## config.mk

```make
export PLATFORM = sky130hd
export DESIGN_NAME = ex_muldiv
export DESIGN_NICKNAME = d
export VERILOG_FILES = /design/src/rtl/ex_muldiv_pkg.sv /design/src/rtl/ex_muldiv_md_iter_core.sv /design/src/rtl/ex_muldiv.sv
export SDC_FILE = /design/constraint.sdc
export NUM_CORES = 1
export LEC_CHECK = 0
export BUFFER_PORTS_ARGS = -buffer_cell sky130_fd_sc_hd__buf_2
export CORE_ASPECT_RATIO = 1.75
export CORE_MARGIN = 2
export CORE_UTILIZATION = 60
export CTS_CLUSTER_DIAMETER = 100
export CTS_CLUSTER_SIZE = 20
export DETAILED_ROUTE_END_ITERATION = 12
export PLACE_DENSITY = 0.82
export SYNTH_ARGS = -nofsm -noshare
export SYNTH_HDL_FRONTEND = slang
export SYNTH_SLANG_ARGS = --single-unit
```

## constraint.sdc

```tcl
create_clock -name clk -period 4.4 [get_ports clk]
set_input_delay 0.44 -clock clk [delete_from_list [all_inputs] [get_ports clk]]
set_output_delay 0.44 -clock clk [all_outputs]
set_load 0.02 [all_outputs]
```

## src/rtl/ex_muldiv_pkg.sv

```systemverilog
// Shared constants, opcode fields and FSM encoding for the RV32M multiply/divide unit.
package ex_muldiv_pkg;

    localparam int unsigned MD_DATA_W = 32;
    localparam int unsigned MD_CNT_W  = 6;

    localparam logic [6:0] INST_TYPE_R_M = 7'b0110011;
    localparam logic [6:0] FUNCT7_M      = 7'b0000001;

    localparam logic [2:0] F3_MUL    = 3'b000;
    localparam logic [2:0] F3_MULH   = 3'b001;
    localparam logic [2:0] F3_MULHSU = 3'b010;
    localparam logic [2:0] F3_MULHU  = 3'b011;
    localparam logic [2:0] F3_DIV    = 3'b100;
    localparam logic [2:0] F3_DIVU   = 3'b101;
    localparam logic [2:0] F3_REM    = 3'b110;
    localparam logic [2:0] F3_REMU   = 3'b111;

    typedef enum logic [1:0] {
        MD_IDLE = 2'b00,
        MD_CALC = 2'b01,
        MD_DONE = 2'b10
    } md_state_e;

endpackage

```

## src/rtl/ex_muldiv_md_iter_core.sv

```systemverilog
// Iterative datapath: one shift-add (mul) or restoring-subtract (div) step per cycle.
// A single 2*DATA_W accumulator serves both: mul keeps {partial_hi, multiplier},
// div keeps {remainder, dividend/quotient}.
module ex_muldiv_md_iter_core
    import ex_muldiv_pkg::*;
#(
    parameter int unsigned DATA_W = MD_DATA_W,
    parameter int unsigned CNT_W  = MD_CNT_W
) (
    input  logic                clk,
    input  logic                rstn,
    input  logic                load_i,
    input  logic                is_div_i,
    input  logic [DATA_W-1:0]   a_i,
    input  logic [DATA_W-1:0]   b_i,
    input  logic                step_i,
    output logic [2*DATA_W-1:0] acc_o,
    output logic                cnt_last_c
);

    logic [2*DATA_W-1:0] acc_q, acc_d;
    logic [DATA_W-1:0]   opnd_q, opnd_d;
    logic [CNT_W-1:0]    cnt_q, cnt_d;
    logic                div_q, div_d;

    logic [DATA_W:0]     mul_sum;
    logic [DATA_W:0]     div_sh;
    logic                div_ge;
    logic [DATA_W-1:0]   div_rem;

    // Load operands on accept, otherwise advance one iteration while stepping
    always_comb begin
        acc_d  = acc_q;
        opnd_d = opnd_q;
        cnt_d  = cnt_q;
        div_d  = div_q;

        mul_sum = {1'b0, acc_q[2*DATA_W-1:DATA_W]} + (acc_q[0] ? {1'b0, opnd_q} : {(DATA_W+1){1'b0}});
        div_sh  = acc_q[2*DATA_W-1:DATA_W-1];
        div_ge  = (div_sh >= {1'b0, opnd_q});
        div_rem = div_ge ? DATA_W'(div_sh - {1'b0, opnd_q}) : div_sh[DATA_W-1:0];

        if (load_i) begin
            div_d  = is_div_i;
            opnd_d = is_div_i ? b_i : a_i;
            acc_d  = {{DATA_W{1'b0}}, (is_div_i ? a_i : b_i)};
            cnt_d  = '0;
        end else if (step_i) begin
            if (div_q) begin
                acc_d = {div_rem, acc_q[DATA_W-2:0], div_ge};
            end else begin
                acc_d = {mul_sum, acc_q[DATA_W-1:1]};
            end
            cnt_d = cnt_q + CNT_W'(1);
        end
    end

    // Datapath registers
    always_ff @(posedge clk or negedge rstn) begin
        if (!rstn) begin
            acc_q  <= '0;
            opnd_q <= '0;
            cnt_q  <= '0;
            div_q  <= 1'b0;
        end else begin
            acc_q  <= acc_d;
            opnd_q <= opnd_d;
            cnt_q  <= cnt_d;
            div_q  <= div_d;
        end
    end

    assign acc_o      = acc_q;
    assign cnt_last_c = (cnt_q == CNT_W'(DATA_W - 1));

endmodule

```

## src/rtl/ex_muldiv.sv

```systemverilog
// RV32M multiply/divide unit in EX: FSM, operand conditioning, fast paths and sign fix.
module ex_muldiv
    import ex_muldiv_pkg::*;
#(
    parameter int unsigned DATA_W = MD_DATA_W,
    parameter int unsigned CNT_W  = MD_CNT_W
) (
    input  logic              clk,
    input  logic              rstn,
    input  logic [31:0]       inst_i,
    input  logic [31:0]       instaddr_i,
    input  logic [DATA_W-1:0] op1_i,
    input  logic [DATA_W-1:0] op2_i,
    input  logic              regs_wen_i,
    input  logic [4:0]        rd_addr_i,
    input  logic              flush_i,
    output logic              stall_req_o,
    output logic              busy_o,
    output logic              result_valid_o,
    output logic [DATA_W-1:0] result_o,
    output logic              regs_wen_o,
    output logic [4:0]        rd_addr_o
);

    localparam logic [DATA_W-1:0] SMIN = {1'b1, {(DATA_W-1){1'b0}}};

    md_state_e           state_q, state_d;
    logic [2:0]          funct3_q, funct3_d;
    logic                neg_prod_q, neg_prod_d;
    logic                neg_rem_q, neg_rem_d;
    logic                fast_q, fast_d;
    logic [DATA_W-1:0]   fast_res_q, fast_res_d;
    logic                regs_wen_q, regs_wen_d;
    logic [4:0]          rd_addr_q, rd_addr_d;

    logic [2:0]          funct3_c;
    logic                is_m_c, start_c, is_div_c;
    logic                op1_signed_c, op2_signed_c, neg1_c, neg2_c;
    logic                div_zero_c, div_ovf_c, fast_c;
    logic [DATA_W-1:0]   abs1_c, abs2_c, fast_res_c;
    logic [2*DATA_W-1:0] acc_c, prod_fix_c;
    logic [DATA_W-1:0]   quot_fix_c, rem_fix_c, sel_c;
    logic                last_c;
    logic                unused_c;

    // Trace-only and register-index fields are not needed here
    assign unused_c = ^{instaddr_i, inst_i[24:15], inst_i[11:7]};

    // Decode, operand magnitude and fast-path detection for the instruction in ID/EX
    always_comb begin
        funct3_c     = inst_i[14:12];
        is_m_c       = (inst_i[6:0] == INST_TYPE_R_M) && (inst_i[31:25] == FUNCT7_M);
        start_c      = (state_q == MD_IDLE) && is_m_c && !flush_i;
        is_div_c     = funct3_c[2];
        op1_signed_c = (funct3_c == F3_MULH) || (funct3_c == F3_MULHSU) ||
                       (funct3_c == F3_DIV)  || (funct3_c == F3_REM);
        op2_signed_c = (funct3_c == F3_MULH) || (funct3_c == F3_DIV) || (funct3_c == F3_REM);
        neg1_c       = op1_signed_c && op1_i[DATA_W-1];
        neg2_c       = op2_signed_c && op2_i[DATA_W-1];
        abs1_c       = neg1_c ? -op1_i : op1_i;
        abs2_c       = neg2_c ? -op2_i : op2_i;
        div_zero_c   = is_div_c && (op2_i == '0);
        div_ovf_c    = is_div_c && !funct3_c[0] && (op1_i == SMIN) && (op2_i == '1);
        fast_c       = div_zero_c || div_ovf_c;
        if (div_zero_c) begin
            fast_res_c = funct3_c[1] ? op1_i : '1;
        end else begin
            fast_res_c = funct3_c[1] ? '0 : SMIN;
        end
    end

    // Next state and accept-edge latching
    always_comb begin
        state_d    = state_q;
        funct3_d   = funct3_q;
        neg_prod_d = neg_prod_q;
        neg_rem_d  = neg_rem_q;
        fast_d     = fast_q;
        fast_res_d = fast_res_q;
        regs_wen_d = regs_wen_q;
        rd_addr_d  = rd_addr_q;

        case (state_q)
            MD_IDLE: begin
                if (start_c) begin
                    state_d    = fast_c ? MD_DONE : MD_CALC;
                    funct3_d   = funct3_c;
                    neg_prod_d = neg1_c ^ neg2_c;
                    neg_rem_d  = neg1_c;
                    fast_d     = fast_c;
                    fast_res_d = fast_res_c;
                    regs_wen_d = regs_wen_i;
                    rd_addr_d  = rd_addr_i;
                end
            end
            MD_CALC: if (last_c) state_d = MD_DONE;
            MD_DONE: state_d = MD_IDLE;
            default: state_d = MD_IDLE;
        endcase

        if (flush_i) state_d = MD_IDLE;
    end

    // State and latched-operation registers
    always_ff @(posedge clk or negedge rstn) begin
        if (!rstn) begin
            state_q    <= MD_IDLE;
            funct3_q   <= '0;
            neg_prod_q <= 1'b0;
            neg_rem_q  <= 1'b0;
            fast_q     <= 1'b0;
            fast_res_q <= '0;
            regs_wen_q <= 1'b0;
            rd_addr_q  <= '0;
        end else begin
            state_q    <= state_d;
            funct3_q   <= funct3_d;
            neg_prod_q <= neg_prod_d;
            neg_rem_q  <= neg_rem_d;
            fast_q     <= fast_d;
            fast_res_q <= fast_res_d;
            regs_wen_q <= regs_wen_d;
            rd_addr_q  <= rd_addr_d;
        end
    end

    ex_muldiv_md_iter_core #(
        .DATA_W (DATA_W),
        .CNT_W  (CNT_W)
    ) u_core (
        .clk        (clk),
        .rstn       (rstn),
        .load_i     (start_c && !fast_c),
        .is_div_i   (is_div_c),
        .a_i        (abs1_c),
        .b_i        (abs2_c),
        .step_i     (state_q == MD_CALC),
        .acc_o      (acc_c),
        .cnt_last_c (last_c)
    );

    // Sign fix and result select; driven only in DONE
    always_comb begin
        prod_fix_c = neg_prod_q ? -acc_c : acc_c;
        quot_fix_c = neg_prod_q ? -acc_c[DATA_W-1:0] : acc_c[DATA_W-1:0];
        rem_fix_c  = neg_rem_q ? -acc_c[2*DATA_W-1:DATA_W] : acc_c[2*DATA_W-1:DATA_W];
        case (funct3_q)
            F3_MULH, F3_MULHSU, F3_MULHU: sel_c = prod_fix_c[2*DATA_W-1:DATA_W];
            F3_DIV, F3_DIVU:              sel_c = quot_fix_c;
            F3_REM, F3_REMU:              sel_c = rem_fix_c;
            default:                      sel_c = prod_fix_c[DATA_W-1:0];
        endcase
        result_o = (state_q == MD_DONE) ? (fast_q ? fast_res_q : sel_c) : '0;
    end

    // Stall is combinational so ID/EX holds in the accept cycle
    assign stall_req_o    = rstn && (start_c || (state_q == MD_CALC));
    assign busy_o         = (state_q != MD_IDLE);
    assign result_valid_o = (state_q == MD_DONE);
    assign regs_wen_o     = regs_wen_q;
    assign rd_addr_o      = rd_addr_q;

endmodule

```

==> results by group <==
Global routing
  • Overall Global Routing Usage: 0.451
  • Largest net degree at the start of global routing: 106
  • First-pass GRT wire length: 93200 um
  • Antenna violations before repair: 0
  • Vias in the first global route: 16353
  • Grt total ovfl: 0

Route
  • DR vias/cell: 6.78
  • Total vias in the final route: 16846
  • Metal2 WL: 29200 um
  • Drt total wl: roughly 61000 um
  • WL per Instance: between 20 and 25 um
  • Metal3 WL: approximately 4600 um
  • Drt first pass iters: 6
  • Initial DRC count: around 1800
  • Top Metal Used: met4
  • Antenna Violating Nets Remaining: 0
  • M1 wire length: 19800 um
  • Remaining DRCs: 0

CTS
  • H-tree level count: 4
  • Clock buffers created by TritonCTS: 17
  • Number of sinks on the clock net: 149
  • Root Buffer: clkbuf_16
  • Clock transition at the registers of the reported paths: 0.07 ns
  • CTS tree: built
  • Max Buffers Root-to-Sink: 2
  • Worst-Skew Late Latency: between 0.4 and 0.5 ns

Worst setup path
  • Crit. End Element: output port
  • CP startpoint kind: register
  • Cells on worst reg2reg path: 14
  • WP data arrival: ~4 ns
  • Worst-path fanout max: 7
  • Crit path required time: slightly below 4 ns
  • Kind of critical path: register to output port

Place
  • Port bufs: 130
  • Placed wire-length estimate: around 47000 um
  • Dpl ws: ~0.43 ns
  • GP Congestion: 1.10
  • # placed instances: roughly 2500

Die
  • Die area: ~27000 um2
  • Top Ports: approximately 180
  • Die height: between 200 and 250 um
  • # rows: 77
  • Starting Density: 0.605
  • Chip Width: 124 um
  • Core area: 25100 um2

Power
  • Peak supply drop: roughly 0.27 mV
  • Total leakage power: 0.00718 uW
  • Pwr/cell area: about 300 nW/um2

Synthesis
  • Cells after Synth: 2085
  • Async set or reset register ratio after synthesis: 1.00
  • Synth warnings: 0
  • Sequential area share after synthesis: 0.245
  • Avg Inst Size Synth: 7.30 um2
  • Post-synthesis cell area: 15200 um2
  • Syn nets: 2294
  • Synth unique cells: 83
  • Yosys reg bits: 149
  • EDFF count, synth: 0
  • Most used DFF post-synth: dfrtp_1

Timing
  • Final period util: 1.01
  • RSZ-0062 raised after global routing: true
  • Hold WS: -0.0123 ns
  • Final slew viol count: 0
  • Clock skew: 0.00706 ns
  • Final setup vio count: 1
  • Endpoints failing hold: 9
  • Max frequency: around 0.23 GHz
  • Fin Setup TNS: -0.0260 ns
  • Setup ws final: -0.0260 ns
  • Fin crit period: 4.43 ns
  • Rel. slew slack: 0.157
  • Worst-Margin Slew: 1.26 ns

Flow run
  • Max_cap viols: 0

Min path
  • Worst hold path type: input pin to async pin

Cells and area
  • Layout cells sized above 1: 0.134
  • Final Non-Filler Cells: 2486
  • # nets final: 2366
  • Layout area overhead: 11.2%
  • Final design utilization: 0.673
  • Ant. Diodes: 0

Run status
  • Status: finished with violations
  • Failing checks: negative hold slack, negative setup slack
[cells by family (layout without fill, tap and decap cells)]
kind of cell	count (synthesis)	after routing	share of synthesized area
simple gates	727	727	0.220
fa+ha+maj	72	72	0.0602
flops	149	149	0.245
compound gates	698	698	0.285
xor+xnor	167	167	0.0961
mux	60	60	0.0408
buf+inv	212	297	0.0536
[metrics by stage]
step | area, um2 | power [uW]
after global placement | 16300 | 3440
after floorplan | 15200 | 2810
after global routing | 16900 | 5280
after CTS | 16900 | 4980
after detailed placement | 16300 | 3470
final | 16900 | 5080
[worst paths after layout]
path	start	endpoint	slack (ns)
min in group clk	flush_i	state_q[1]$_DFFE_PN0P_	0.18
max in group asynchronous	rstn	u_core.div_q$_DFFE_PN0P_	3.44
setup reg to reg	u_core.acc_o[31]$_DFFE_PN0P_	u_core.acc_o[62]$_DFFE_PN0P_	0.21
setup / recovery	u_core.acc_o[17]$_DFFE_PN0P_	result_o[26]	-0.03
hold / removal	rstn	fast_res_q[14]$_DFFE_PN0P_	-0.01
hold reg to reg	fast_res_q[19]$_DFFE_PN0P_	fast_res_q[19]$_DFFE_PN0P_	0.48
[layer usage]
| metal | vias to the layer above | track usage |
|---|---|---|
| li1 | 7667 | - |
| met1 | 7786 | 0.459 |
| met2 | 1004 | 0.754 |
| met3 | 389 | 0.0901 |
| met4 | 0 | 0.442 |
| met5 | - | 0 |
[state kept, by name, summed over array words and instances, names as in the netlist]
signal / flops
fast_q: 1
u_core.cnt_q: 6
u_core.acc_o: 64
funct3_q: 3
rd_addr_o: 5
neg_prod_q: 1
u_core.div_q: 1
u_core.opnd_q: 32
regs_wen_o: 1
neg_rem_q: 1
fast_res_q: 32
state_q: 2
[cell usage in the layout, fill, tap and decap left out, drive strengths merged, types with 17 or more instances in the layout]
cell type	instances
or3	19
a21oi	194
a211oi	21
buf	197
nand3	36
nor2	230
o31ai	46
ha	70
a31oi	26
o211ai	28
a221oi	19
a21o	22
mux2i	44
xnor2	106
nor4	19
o21ai	223
xor2	61
nand4	24
dfrtp	149
nand2b	21
clkbuf	17
nand2	240
nor3	57
inv	74
[power breakdown]
group	leakage, uW	internal (uW)	switching (uW)
sequential	0.00186	1460	195
clock	0.000289	848	675
combinational	0.00504	718	1190
total	0.00718	3020	2060
[worst max-delay path: stages (launching register included)]
cell and delay, ns:
dfrtp_2 0.45, or4_4 0.55, or4_4 0.46, or4_4 0.62
a2111oi_4 0.34, o22ai_2 0.15, o41ai_4 0.29, xnor2_2 0.18
a21oi_2 0.11, o21ai_1 0.21, buf_4 0.17
[Yosys cell counts (8+ instances only)]
cell,instances,share of area
xnor2_1,106,0.061
a31oi_1,26,0.011
o41ai_1,11,0.0063
a21oi_1,194,0.064
nand2b_1,21,0.0086
nand2_1,240,0.059
o21a_1,15,0.0074
o221ai_1,9,0.0052
nor2_1,230,0.057
dfrtp_1,149,0.24
buf_1,8,0.0020
a211oi_1,21,0.010
nor4_1,19,0.0078
mux2i_1,44,0.029
o31ai_1,44,0.022
a221oi_1,19,0.011
ha_1,70,0.058
or3_1,19,0.0078
or2_2,12,0.0049
or4_1,12,0.0059
mux2_2,16,0.012
nor2b_1,14,0.0058
o21bai_1,12,0.0059
a21o_1,22,0.011
inv_1,67,0.017
nand4_1,24,0.0099
and2_1,12,0.0049
a22oi_1,12,0.0059
nand3_1,36,0.012
nor3_1,57,0.019
o211ai_1,28,0.014
o21ai_0,218,0.072
o22ai_1,12,0.0049
xor2_1,61,0.035
clkbuf_1,127,0.031
[area by class of cell]
type / count / area (um2)
Multi-Input combinational cell: 1724 / 10700
Fill cell: 2211 / 8220
Sequential cell: 149 / 3730
Timing Repair Buffer: 197 / 1210
Clock buffer: 17 / 425
Tap cell: 316 / 395
Inverter: 68 / 259
Clock inverter: 15 / 165
[what timing repair did]
item                                    in CTS  in global routing
buffers inserted                             0                  2
pin swaps                                    0                  5
endpoints found under the setup margin       2                 20
resized for setup                            1                 15
hold buffers                                 0                  0
No activity file was read; power rests on OpenSTA's default activity.
